File: config.mk
export PLATFORM = sky130hd
export DESIGN_NAME = logic_sweep_cmp
export DESIGN_NICKNAME = d
export VERILOG_FILES = /design/src/rtl/logic_sweep_cmp_pkg.sv /design/src/rtl/logic_sweep_cmp_op_eval.sv /design/src/rtl/logic_sweep_cmp.sv
export SDC_FILE = /design/constraint.sdc
export NUM_CORES = 1
export LEC_CHECK = 0
export CAP_MARGIN = 15
export CORE_AREA = 2 2 52 54
export CTS_CLUSTER_DIAMETER = 100
export DETAILED_ROUTE_END_ITERATION = 16
export DIE_AREA = 0 0 54 56
export DONT_BUFFER_PORTS = 1
export PLACE_DENSITY = 0.68
export SLEW_MARGIN = 0
export SYNTH_ARGS = -nofsm -noshare
export SYNTH_HDL_FRONTEND = slang
export SYNTH_HIERARCHICAL = 1
export SYNTH_SLANG_ARGS = --single-unit
File: constraint.sdc
create_clock -name i_clk -period 4.05 [get_ports i_clk]
set_input_delay 0.81 -clock i_clk [delete_from_list [all_inputs] [get_ports i_clk]]
set_output_delay 0.81 -clock i_clk [all_outputs]
set_load 0.05 [all_outputs]
File: src/rtl/logic_sweep_cmp_pkg.sv
// Shared opcodes and FSM state encoding for the logic sweep comparator.
package logic_sweep_cmp_pkg;

  localparam int OPW = 3;

  localparam logic [OPW-1:0] OP_ANDN = 3'd0;  // A & ~B
  localparam logic [OPW-1:0] OP_ORN  = 3'd1;  // A | ~B
  localparam logic [OPW-1:0] OP_XOR  = 3'd2;  // A ^ B
  localparam logic [OPW-1:0] OP_NAND = 3'd3;  // ~(A & B)
  localparam logic [OPW-1:0] OP_AND  = 3'd4;  // A & B
  localparam logic [OPW-1:0] OP_OR   = 3'd5;  // A | B
  localparam logic [OPW-1:0] OP_NOR  = 3'd6;  // ~(A | B)
  localparam logic [OPW-1:0] OP_XNOR = 3'd7;  // ~(A ^ B)

  typedef enum logic [1:0] {
    S_IDLE = 2'd0,
    S_RUN  = 2'd1,
    S_DONE = 2'd2
  } state_t;

endpackage

File: src/rtl/logic_sweep_cmp_op_eval.sv
// Combinational W-bit bitwise function selected by a 3-bit opcode.
module logic_op_eval
  import logic_sweep_cmp_pkg::*;
#(
  parameter int W = 1
) (
  input  logic [OPW-1:0] i_op,
  input  logic [W-1:0]   i_a,
  input  logic [W-1:0]   i_b,
  output logic [W-1:0]   o_s
);

  // Decode the opcode into one of the eight bitwise functions.
  always_comb begin
    o_s = '0;
    case (i_op)
      OP_ANDN: o_s = i_a & ~i_b;
      OP_ORN:  o_s = i_a | ~i_b;
      OP_XOR:  o_s = i_a ^ i_b;
      OP_NAND: o_s = ~(i_a & i_b);
      OP_AND:  o_s = i_a & i_b;
      OP_OR:   o_s = i_a | i_b;
      OP_NOR:  o_s = ~(i_a | i_b);
      OP_XNOR: o_s = ~(i_a ^ i_b);
      default: o_s = '0;
    endcase
  end

endmodule

File: src/rtl/logic_sweep_cmp.sv
// Sweeps every {A,B} combination, streams f_x/f_y per row and tracks mismatches.
module logic_sweep_cmp
  import logic_sweep_cmp_pkg::*;
#(
  parameter int W = 1
) (
  input  logic             i_clk,
  input  logic             i_reset,
  input  logic             i_start,
  input  logic             i_abort,
  input  logic             i_hold,
  input  logic [OPW-1:0]   i_op_x,
  input  logic [OPW-1:0]   i_op_y,
  output logic             o_busy,
  output logic             o_done,
  output logic             o_row_valid,
  output logic [2*W-1:0]   o_row_idx,
  output logic [W-1:0]     o_row_a,
  output logic [W-1:0]     o_row_b,
  output logic [W-1:0]     o_row_sx,
  output logic [W-1:0]     o_row_sy,
  output logic [2*W:0]     o_mis_cnt,
  output logic             o_mis_any,
  output logic [2*W-1:0]   o_mis_first
);

  localparam int IW = 2 * W;
  localparam logic [IW-1:0] LAST_IDX = {IW{1'b1}};

  state_t           r_state;
  logic [OPW-1:0]   r_op_x;
  logic [OPW-1:0]   r_op_y;
  logic [IW-1:0]    r_idx;
  logic             r_busy;
  logic             r_done;
  logic             r_row_valid;
  logic [IW-1:0]    r_row_idx;
  logic [W-1:0]     r_row_a;
  logic [W-1:0]     r_row_b;
  logic [W-1:0]     r_row_sx;
  logic [W-1:0]     r_row_sy;
  logic [IW:0]      r_mis_cnt;
  logic             r_mis_any;
  logic [IW-1:0]    r_mis_first;

  logic [W-1:0]     w_a;
  logic [W-1:0]     w_b;
  logic [W-1:0]     w_sx;
  logic [W-1:0]     w_sy;
  logic             w_mis;

  // A occupies the upper half of the row index.
  assign w_a   = r_idx[IW-1:W];
  assign w_b   = r_idx[W-1:0];
  assign w_mis = (w_sx != w_sy);

  logic_op_eval #(.W(W)) u_eval_x (
    .i_op (r_op_x),
    .i_a  (w_a),
    .i_b  (w_b),
    .o_s  (w_sx)
  );

  logic_op_eval #(.W(W)) u_eval_y (
    .i_op (r_op_y),
    .i_a  (w_a),
    .i_b  (w_b),
    .o_s  (w_sy)
  );

  // Sweep FSM: owns the index counter, row outputs and mismatch tracking.
  always_ff @(posedge i_clk or posedge i_reset) begin
    if (i_reset) begin
      r_state     <= S_IDLE;
      r_op_x      <= '0;
      r_op_y      <= '0;
      r_idx       <= '0;
      r_busy      <= 1'b0;
      r_done      <= 1'b0;
      r_row_valid <= 1'b0;
      r_row_idx   <= '0;
      r_row_a     <= '0;
      r_row_b     <= '0;
      r_row_sx    <= '0;
      r_row_sy    <= '0;
      r_mis_cnt   <= '0;
      r_mis_any   <= 1'b0;
      r_mis_first <= '0;
    end else begin
      r_done      <= 1'b0;
      r_row_valid <= 1'b0;
      case (r_state)
        S_IDLE: begin
          if (i_start) begin
            r_op_x      <= i_op_x;
            r_op_y      <= i_op_y;
            r_idx       <= '0;
            r_mis_cnt   <= '0;
            r_mis_any   <= 1'b0;
            r_mis_first <= '0;
            r_busy      <= 1'b1;
            r_state     <= S_RUN;
          end
        end
        S_RUN: begin
          if (i_abort) begin
            // Partial mismatch results are deliberately kept.
            r_busy  <= 1'b0;
            r_state <= S_IDLE;
          end else if (!i_hold) begin
            r_row_valid <= 1'b1;
            r_row_idx   <= r_idx;
            r_row_a     <= w_a;
            r_row_b     <= w_b;
            r_row_sx    <= w_sx;
            r_row_sy    <= w_sy;
            if (w_mis) begin
              r_mis_cnt <= r_mis_cnt + (IW+1)'(1);
              if (!r_mis_any) begin
                r_mis_any   <= 1'b1;
                r_mis_first <= r_idx;
              end
            end
            r_idx <= r_idx + IW'(1);
            if (r_idx == LAST_IDX) begin
              r_done  <= 1'b1;
              r_state <= S_DONE;
            end
          end
        end
        S_DONE: begin
          r_busy  <= 1'b0;
          r_state <= S_IDLE;
        end
        default: begin
          r_busy  <= 1'b0;
          r_state <= S_IDLE;
        end
      endcase
    end
  end

  assign o_busy      = r_busy;
  assign o_done      = r_done;
  assign o_row_valid = r_row_valid;
  assign o_row_idx   = r_row_idx;
  assign o_row_a     = r_row_a;
  assign o_row_b     = r_row_b;
  assign o_row_sx    = r_row_sx;
  assign o_row_sy    = r_row_sy;
  assign o_mis_cnt   = r_mis_cnt;
  assign o_mis_any   = r_mis_any;
  assign o_mis_first = r_mis_first;

endmodule

# Yosys cells after proc, flatten, opt, wreduce, memory -nomap -nowiden

Cells that the tools add are included.

$add $sub $neg: 2
Equality and inequality tests: 25
Muxes and demuxes: 36
Bitwise gates (word level): 11
Reduce and logical (&&, ||, !) cells: 11

Operators with widths:

| cell                                                             | number |
|---|---|
| 3-bit == test (second input constant)                            | 8 |
| 2-bit 2-to-1 mux                                                 | 11 |
| 1-bit case mux with 8 select lines                               | 2 |
| 1-bit 2-to-1 mux                                                 | 13 |
| 3-bit by 2-bit == test with 1-bit output (second input constant) | 4 |
| 3-bit 2-to-1 mux                                                 | 4 |
| 2-bit != test (second input constant)                            | 6 |
| 2-bit case mux with 2 select lines                               | 3 |
| 3-bit by 1-bit == test with 1-bit output (second input constant) | 2 |
| 3-bit logical NOT                                                | 2 |
| 3-bit != test (second input constant)                            | 2 |
| 1-bit NOT                                                        | 6 |
| 3-bit case mux with 2 select lines                               | 1 |
| 3-bit AND reduction                                              | 2 |
| 6-bit AND reduction                                              | 1 |
| 5-bit AND reduction                                              | 1 |
| 1-bit case mux with 2 select lines                               | 2 |
| 2-bit AND reduction                                              | 2 |
| 4-bit AND reduction                                              | 1 |
| 3-bit by 1-bit adder with 3-bit output (second input constant)   | 1 |
| 2-bit by 1-bit adder with 2-bit output (second input constant)   | 1 |
| 1-bit bitwise AND                                                | 2 |
| 2-bit by 1-bit == test with 1-bit output (second input constant) | 1 |
| 2-bit == test (second input constant)                            | 1 |
| 5 further kinds                                                  | 6 |

Flip-flop bits (word level): 25
Output and inout port bits: 15
Word-level logic and storage cells: 100

# Logic depth before layout (Yosys ltp)

Gate-level depths: netlist of the first run.

Depth after elaboration: 8
Gate-level depth with buffers: 8
Depth with buffers taken out: 8

# Hierarchy

The synthesis of the first run kept the hierarchy.

Modules (own cells, without submodules):

| module          | instances | cells each | area each (um2) |
|---|---|---|---|
| logic_sweep_cmp | 1         | 83         | 1016.0 |
| logic_op_eval   | 2         | 16         | 135.1 |

# Worst setup path after synthesis of the first run

OpenSTA, ideal clock, no wires.

Kind: register -> register
Start: reg r_idx[1]
End: reg r_mis_cnt[2], in the netlist o_mis_cnt[2]
Arrival: 2.344 ns
Data required time: 3.924 ns
Path slack: 1.580 ns
Cell stages (with the launch flop): 8
Buffers on the path: 0
Clock period less this slack: 2.470 ns
Cells stage by stage: dfrtp_1 -> inv_1 -> ha_1 -> mux4_2 -> o211a_1 -> xnor2_1 -> nand2_1 -> a221o_1

Cells in the longest elaborated chain, start to end: 6
Elaborated cells on any way between the ends: 13

Ends and longest elaborated chain:

| element                                | RTL line                                                                                    | source |
|---|---|---|
| start, declared                        | logic_sweep_cmp.sv:33                                                                       | `logic [IW-1:0] r_idx;` |
| start signal, assigned                 | logic_sweep_cmp.sv:124                                                                      | `r_idx <= r_idx + IW'(1);` |
| 1-bit XOR (tied with other cells)      | logic_sweep_cmp_op_eval.sv:19, logic_sweep_cmp_op_eval.sv:24                                |  |
| 1-bit NOT, on equally long branches    | logic_sweep_cmp_op_eval.sv:24, logic_sweep_cmp_op_eval.sv:20, logic_sweep_cmp_op_eval.sv:23 |  |
| 1-bit case mux with 8 select lines (*) | logic_sweep_cmp_op_eval.sv:16                                                               | `case (i_op)` |
| net w_sy                               | logic_sweep_cmp.sv:49                                                                       | `logic [W-1:0] w_sy;` |
| 1-bit != test (*)                      | logic_sweep_cmp.sv:55                                                                       | `assign w_mis = (w_sx != w_sy);` |
| 2-bit != test (no line) (*)            | n/a                                                                                         |  |
| 5-bit AND reduction (no line) (*)      | n/a                                                                                         |  |
| end signal, assigned                   | logic_sweep_cmp.sv:118                                                                      | `r_mis_cnt <= r_mis_cnt + (IW+1)'(1);` |
| end, declared                          | logic_sweep_cmp.sv:42                                                                       | `logic [IW:0] r_mis_cnt;` |

The timed path passes the listed nets; every way through them passes the cells marked *.
A chain may end at the register's enable or synchronous reset.

# Worst setup path after layout of the first run

Start: reg r_idx[0]
End: reg r_mis_cnt[2], in the netlist o_mis_cnt[2]

Cells in the longest elaborated chain, start to end: 6
Elaborated cells on any way between the ends: 14

Ends and longest elaborated chain:

| element                                | RTL line                                                     | source |
|---|---|---|
| 1-bit XOR (tied with other cells)      | logic_sweep_cmp_op_eval.sv:19, logic_sweep_cmp_op_eval.sv:24 |  |
| 1-bit NOT (tied with other cells)      | logic_sweep_cmp_op_eval.sv:24                                | `OP_XNOR: o_s = ~(i_a ^ i_b);` |
| 1-bit case mux with 8 select lines (*) | logic_sweep_cmp_op_eval.sv:16                                |  |
| net w_sx                               | logic_sweep_cmp.sv:48                                        | `logic [W-1:0] w_sx;` |
| 1-bit != test (*)                      | logic_sweep_cmp.sv:55                                        |  |
| 2-bit != test (no line) (*)            | n/a                                                          |  |
| 5-bit AND reduction (no line) (*)      | n/a                                                          |  |

Marked as above.

==> results of run 1 <==
-- layout make-up --
type | instances | area [um^2] | area share
well taps | 30 | 37.5 | 0.0284
multi-input cells | 73 | 623 | 0.472
inverters | 15 | 56.3 | 0.0427
flip-flops and latches | 23 | 576 | 0.436
clock inverters | 1 | 5.00 | 0.00379
clock buffers | 3 | 22.5 | 0.0171
-- kinds of logic (layout without fill, tap and decap cells) --
| group | count (synthesis) | after routing | synth area share |
|---|---|---|---|
| fa+ha+maj | 10 | 10 | 0.0973 |
| buf+inv | 19 | 19 | 0.0681 |
| compound gates | 19 | 19 | 0.128 |
| flops | 23 | 23 | 0.447 |
| xor+xnor | 1 | 1 | 0.00681 |
| simple gates | 33 | 33 | 0.147 |
| mux | 10 | 10 | 0.105 |
-- worst max-delay path: stages, from the launching register on --
cell	delay [ns]
dfrtp_1	0.58
inv_1	0.13
ha_1	0.31
mux4_2	0.46
o211a_1	0.25
xnor2_1	0.43
nand2_1	0.15
a221o_1	0.35
-- per-layer routing --
metal | track usage | up-vias
met5 | 0 | -
met1 | 0.229 | 434
met4 | 0.0536 | 0
met2 | 0.305 | 19
li1 | - | 405
met3 | 0.0349 | 4
-- flip-flops by register name, summed over array words and instances, names as in the netlist --
name and count:
o_row_valid 1, r_idx 2, o_mis_any 1, o_row_sy 1, o_done 1, o_row_idx 2, r_op_y 3, r_op_x 3
o_mis_first 2, o_mis_cnt 3, o_busy 1, o_row_sx 1, r_state 2
-- final timing paths --
kind / end / slack (ns) / cells after the start
max: o_mis_cnt[2] / 1.27 / 7
max in group asynchronous: o_mis_cnt[2] / 2.96 / 1
min: o_mis_cnt[0] / 0.55 / 1
max reg2reg: o_mis_cnt[2] / 1.27 / 7
min in group i_clk: r_state[0] / 0.56 / 1
min reg2reg: r_state[0] / 0.56 / 1
-- stage by stage --
stage	setup slack, ns	cells
2_1_floorplan	1.58	115
5_1_grt	1.12	145
4_1_cts	1.26	145
6_report	1.27	145
3_5_place_dp	1.28	141
3_3_place_gp	1.39	141
-- report_power, final --
group | switching, mW | internal, mW
Sequential | 0.227 | 0.284
Clock | 0.0742 | 0.0370
Combinational | 0.114 | 0.113
Total | 0.415 | 0.435
-- cells in the mapped netlist, types with 2 or more instances --
| library cell | count | area [um^2] |
|---|---|---|
| dfrtp_1 | 23 | 576 |
| inv_1 | 14 | 52.6 |
| nand2_1 | 13 | 48.8 |
| ha_1 | 10 | 125 |
| mux2_2 | 8 | 90.1 |
| nand2b_1 | 8 | 50.1 |
| o2111ai_1 | 4 | 35.0 |
| o211a_1 | 4 | 40.0 |
| a221o_1 | 3 | 30.0 |
| a21oi_1 | 2 | 10.0 |
| a32o_1 | 2 | 20.0 |
| and2_1 | 2 | 12.5 |
| buf_4 | 2 | 15.0 |
| mux4_2 | 2 | 45.0 |
| nor2b_1 | 2 | 12.5 |
| nor3_1 | 2 | 10.0 |
| nor3b_1 | 2 | 15.0 |
==> flow_summary.yaml, run 1 <==
status:
  status: "complete, no violations"
logic_synthesis:
  synthCells: 115
  synth_seq_cells: 23
  synth_flop_cell: "dfrtp_1"
  synth-edff-count: 0
  synthArstFlopShare: 1.00
  yosys_warnings: 6
  netlist_area_um2: 1290
  ys_seq_area_frac: 0.447
  syn_nets: 136
  syn_avg_cell_area_um2: 11.2
  ys_types: 29
place:
  post-dp-hpwl_um: 1760
  dpl_cell_area_um2: 1290
  gp_congestion: 0.770
  portBuffers: 0
clock_network:
  cts-root-buf: "clkbuf_4"
  clock_sinks: 23
  cts_hold_buf: 0
  clock_latency_ns: 0.32
  cts.path.max_buffers: 2
  cts_resized: 0
  post_cts_buffers: 0
  cts_tree: "yes"
  clk_pin_slew_worst_paths_ns: 0.14
  cts_max_level: 1
  numCtsBuffers: 3
cells_and_area:
  num-nets-final: 137
  final_common_cell: "dfrtp_1"
  layout-drive-gt1-share: 0.157
  fin_util: 0.543
  fill_cells: 220
  design_area_um2: 1320
  areaGrowthSynthToFinish_pct: 2.63
  final_cell_mix: "dfrtp_1, inv_1, nand2_1, ha_1"
  diodes: 0
sta:
  setup-tns-final_ns: 0
  timing.final.crit_share: 0.686
  whs_ns: 0.546
  fmax_mhz: 360
  finalSetupViolCount: 0
  hold_viol_final: 0
  relSlewSlack: 0.399
  skew_ns: 0.0106
  min_period_ns: 2.78
  maxSlewViolCount: 0
  rsz0062_at_grt: "false"
  tightest_slew_ns: 0.901
detailed_routing:
  wl_met3_um: 95
  initialDrtViolationCount: 17
  highest_layer: "met4"
  first_pass_iters: 4
  routed_via_density: 5.94
  wl_met1_um: 1020
  drc: 0
  wirelength_um: 2390
  wl_per_cell_um: 16.5
  vias: 862
  wl_met2_um: 1250
  drtAntennaViolNets: 0
power:
  peakVddDrop_mv: 0.414
  total_leakage_power_nw: 0.651
  pwr_density_cell_nw_per_um2: 643
  power_uw: 849
global_route:
  overflow: 0
  grt_max_degree: 24
  grt_pass1_vias: 875
  grt_pass1_wl_um: 4140
  antenna_found_initial: 0
  grtUsageTotal: 0.181
setup_path:
  start_kind: "flop"
  worst_ep_required_time_ns: 4.26
  worstSetupEndpointType: "flop"
  crit_arrival_ns: 2.99
  crit_path_start: "r_idx[0]"
  r2r_start: "r_idx[0]"
  worst-path-max-fanout: 10
  critical_path_class: "reg -> reg"
floorplan:
  core-area_um2: 2430
  start_util: 0.529
  core.rowCount: 18
  io_pins: 26
  die_width_um: 54
  die-area_um2: 3020
  die_h_um: 56
run:
  maxCapViolCount: 0
worst_hold_path:
  min_path_type: "in -> async"
No activity file was read; power rests on OpenSTA's default activity.
==> inputs of run 2 (changes only) <==
--- a/config.mk
+++ b/config.mk
@@ -11,7 +11,7 @@
 export DETAILED_ROUTE_END_ITERATION = 16
 export DIE_AREA = 0 0 54 56
 export DONT_BUFFER_PORTS = 1
-export PLACE_DENSITY = 0.68
+export PLACE_DENSITY = 0.7
 export SLEW_MARGIN = 0
 export SYNTH_ARGS = -nofsm -noshare
 export SYNTH_HDL_FRONTEND = slang
==> constraint.sdc (replaced) <==
create_clock -name i_clk -period 2.54 [get_ports i_clk]
set_input_delay 0.508 -clock i_clk [delete_from_list [all_inputs] [get_ports i_clk]]
set_output_delay 0.508 -clock i_clk [all_outputs]
set_load 0.05 [all_outputs]
==> run 2 against run 1 <==
Critical path depth is the same. Sequential power grew 57%. Via count grew 0.23%. Largest power group unchanged. Largest cell class unchanged. Routed wire length grew 1.9%. Non-clock buffer count grew 6.
==> flow_summary.yaml, run 2 (synthesized netlist as in run 1, its figures left out) <==
sta:
  tightest_slew_ns: 0.893
  skew_ns: 0.00947
  finalSetupViolCount: 0
  relSlewSlack: 0.405
  setup-tns-final_ns: 0
  maxSlewViolCount: 0
  fmax_mhz: 418
  min_period_ns: 2.39
  rsz0062_at_grt: "false"
  timing.final.crit_share: 0.942
  hold_viol_final: 0
power:
  pwr_density_cell_nw_per_um2: 1040
  peakVddDrop_mv: 0.746
  total_leakage_power_nw: 0.687
  power_mw: 1.43
setup_path:
  r2r-end: "o_mis_cnt[2]"
  r2r_start: "r_idx[1]"
  crit_arrival_ns: 2.62
  worst-path-max-fanout: 6
  rrSetupSlack_ns: 0.15
  worstSetupEndpointType: "flop"
  start_kind: "flop"
  worst_ep_required_time_ns: 2.76
  r2r_cells: 7
  critical_path_class: "reg -> reg"
place:
  post-dp-hpwl_um: 1730
  dpl_cell_area_um2: 1340
  portBuffers: 0
  gp_congestion: 0.778
detailed_routing:
  wl_per_cell_um: 16.1
  routed_via_density: 5.72
  wirelength_um: 2440
  drtAntennaViolNets: 0
  drc: 0
  vias: 864
  initialDrtViolationCount: 20
  first_pass_iters: 4
cells_and_area:
  num-nets-final: 143
  design_area_um2: 1370
  areaGrowthSynthToFinish_pct: 6.71
  layout-drive-gt1-share: 0.207
  final_common_cell: "dfrtp_1"
  diodes: 0
  final_cell_mix: "dfrtp_1, inv_1, nand2_1, ha_1"
  fill_cells: 223
clock_network:
  clock_latency_ns: 0.32
  cts-root-buf: "clkbuf_4"
  cts_tree: "yes"
  clock_sinks: 23
  cts_max_level: 1
  numCtsBuffers: 3
  cts.path.max_buffers: 2
  clk_pin_slew_worst_paths_ns: 0.14
  cts_hold_buf: 0
floorplan:
  core-area_um2: 2430
  die_width_um: 54
  die_h_um: 56
  core.rowCount: 18
  start_util: 0.529
  io_pins: 26
  die-area_um2: 3020
worst_hold_path:
  min_path_type: "in -> async"
global_route:
  grtUsageTotal: 0.183
  overflow: 0
  antenna_found_initial: 0
  grt_pass1_wl_um: 4090
  grt_pass1_vias: 900
  grt_max_degree: 24
run:
  maxCapViolCount: 0
status:
  status: "complete, no violations"
==> run 2: cell types whose count changed in the layout (fill, tap and decap cells not counted), sizes merged <==
cell  previous run  this run
buf              0         6
==> run 2: worst max-delay path, cell delays in order (launching register included) <==
cell	delay [ns]
dfrtp_1	0.41
inv_1	0.08
ha_1	0.31
mux4_2	0.46
o211a_1	0.26
xnor2_2	0.33
nand2_1	0.12
a221o_1	0.33
==> run 2: per-layer routing <==
layer | routed length (um) | GRT usage | share of wire
met4 | 25 | 0.0429 | 0.010
met2 | 1170 | 0.284 | 0.48
met3 | 129 | 0.0323 | 0.053
met1 | 1110 | 0.262 | 0.46
met5 | 0 | 0 | 0
==> run 2: metrics by stage <==
stage / hold WS [ns] / worst slack (ns) / cells / util
6_report: 0.236 / 0.147 / 151 / 0.564
5_1_grt: 0.307 / 0.0154 / 151 / 0.564
4_1_cts: 0.282 / 0.137 / 151 / 0.564
3_5_place_dp: 0.538 / 0.0521 / 147 / 0.550
3_3_place_gp: 0.533 / 0.127 / 147 / 0.550
2_1_floorplan: 0.504 / 0.0700 / 115 / -
==> run 2: cell type report <==
cell class / count / area [um^2] / area share
Clock buffer: 3 / 22.5 / 0.0164
Clock inverter: 1 / 5.00 / 0.00365
Inverter: 15 / 56.3 / 0.0410
Tap cell: 30 / 37.5 / 0.0273
Timing Repair Buffer: 6 / 45.0 / 0.0328
Multi-Input combinational cell: 73 / 631 / 0.459
Sequential cell: 23 / 576 / 0.419
==> run 2: worst max-delay path by stage <==
stage          depth (start not counted)      from  slack [ns]            to
2_1_floorplan                          7  r_idx[1]        0.07  o_mis_cnt[2]
3_3_place_gp                           7  r_idx[1]        0.13  o_mis_cnt[2]
3_5_place_dp                           7  r_idx[1]        0.05  o_mis_cnt[2]
4_1_cts                                7  r_idx[1]        0.14  o_mis_cnt[2]
5_1_grt                                7  r_idx[1]        0.02  o_mis_cnt[2]
6_report                               7  r_idx[1]        0.15  o_mis_cnt[2]
==> run 2: report_power, final <==
group          internal, mW  switching, mW
Combinational         0.233          0.219
Clock                0.0589          0.119
Sequential            0.454          0.346
==> run 2: repair_timing <==
| item | in CTS | in global routing |
|---|---|---|
| buffers inserted | 0 | 0 |
| hold endpoints to repair | 0 | 0 |
| endpoints found under the setup margin | 1 | 0 |
| gates resized for setup | 1 | 0 |
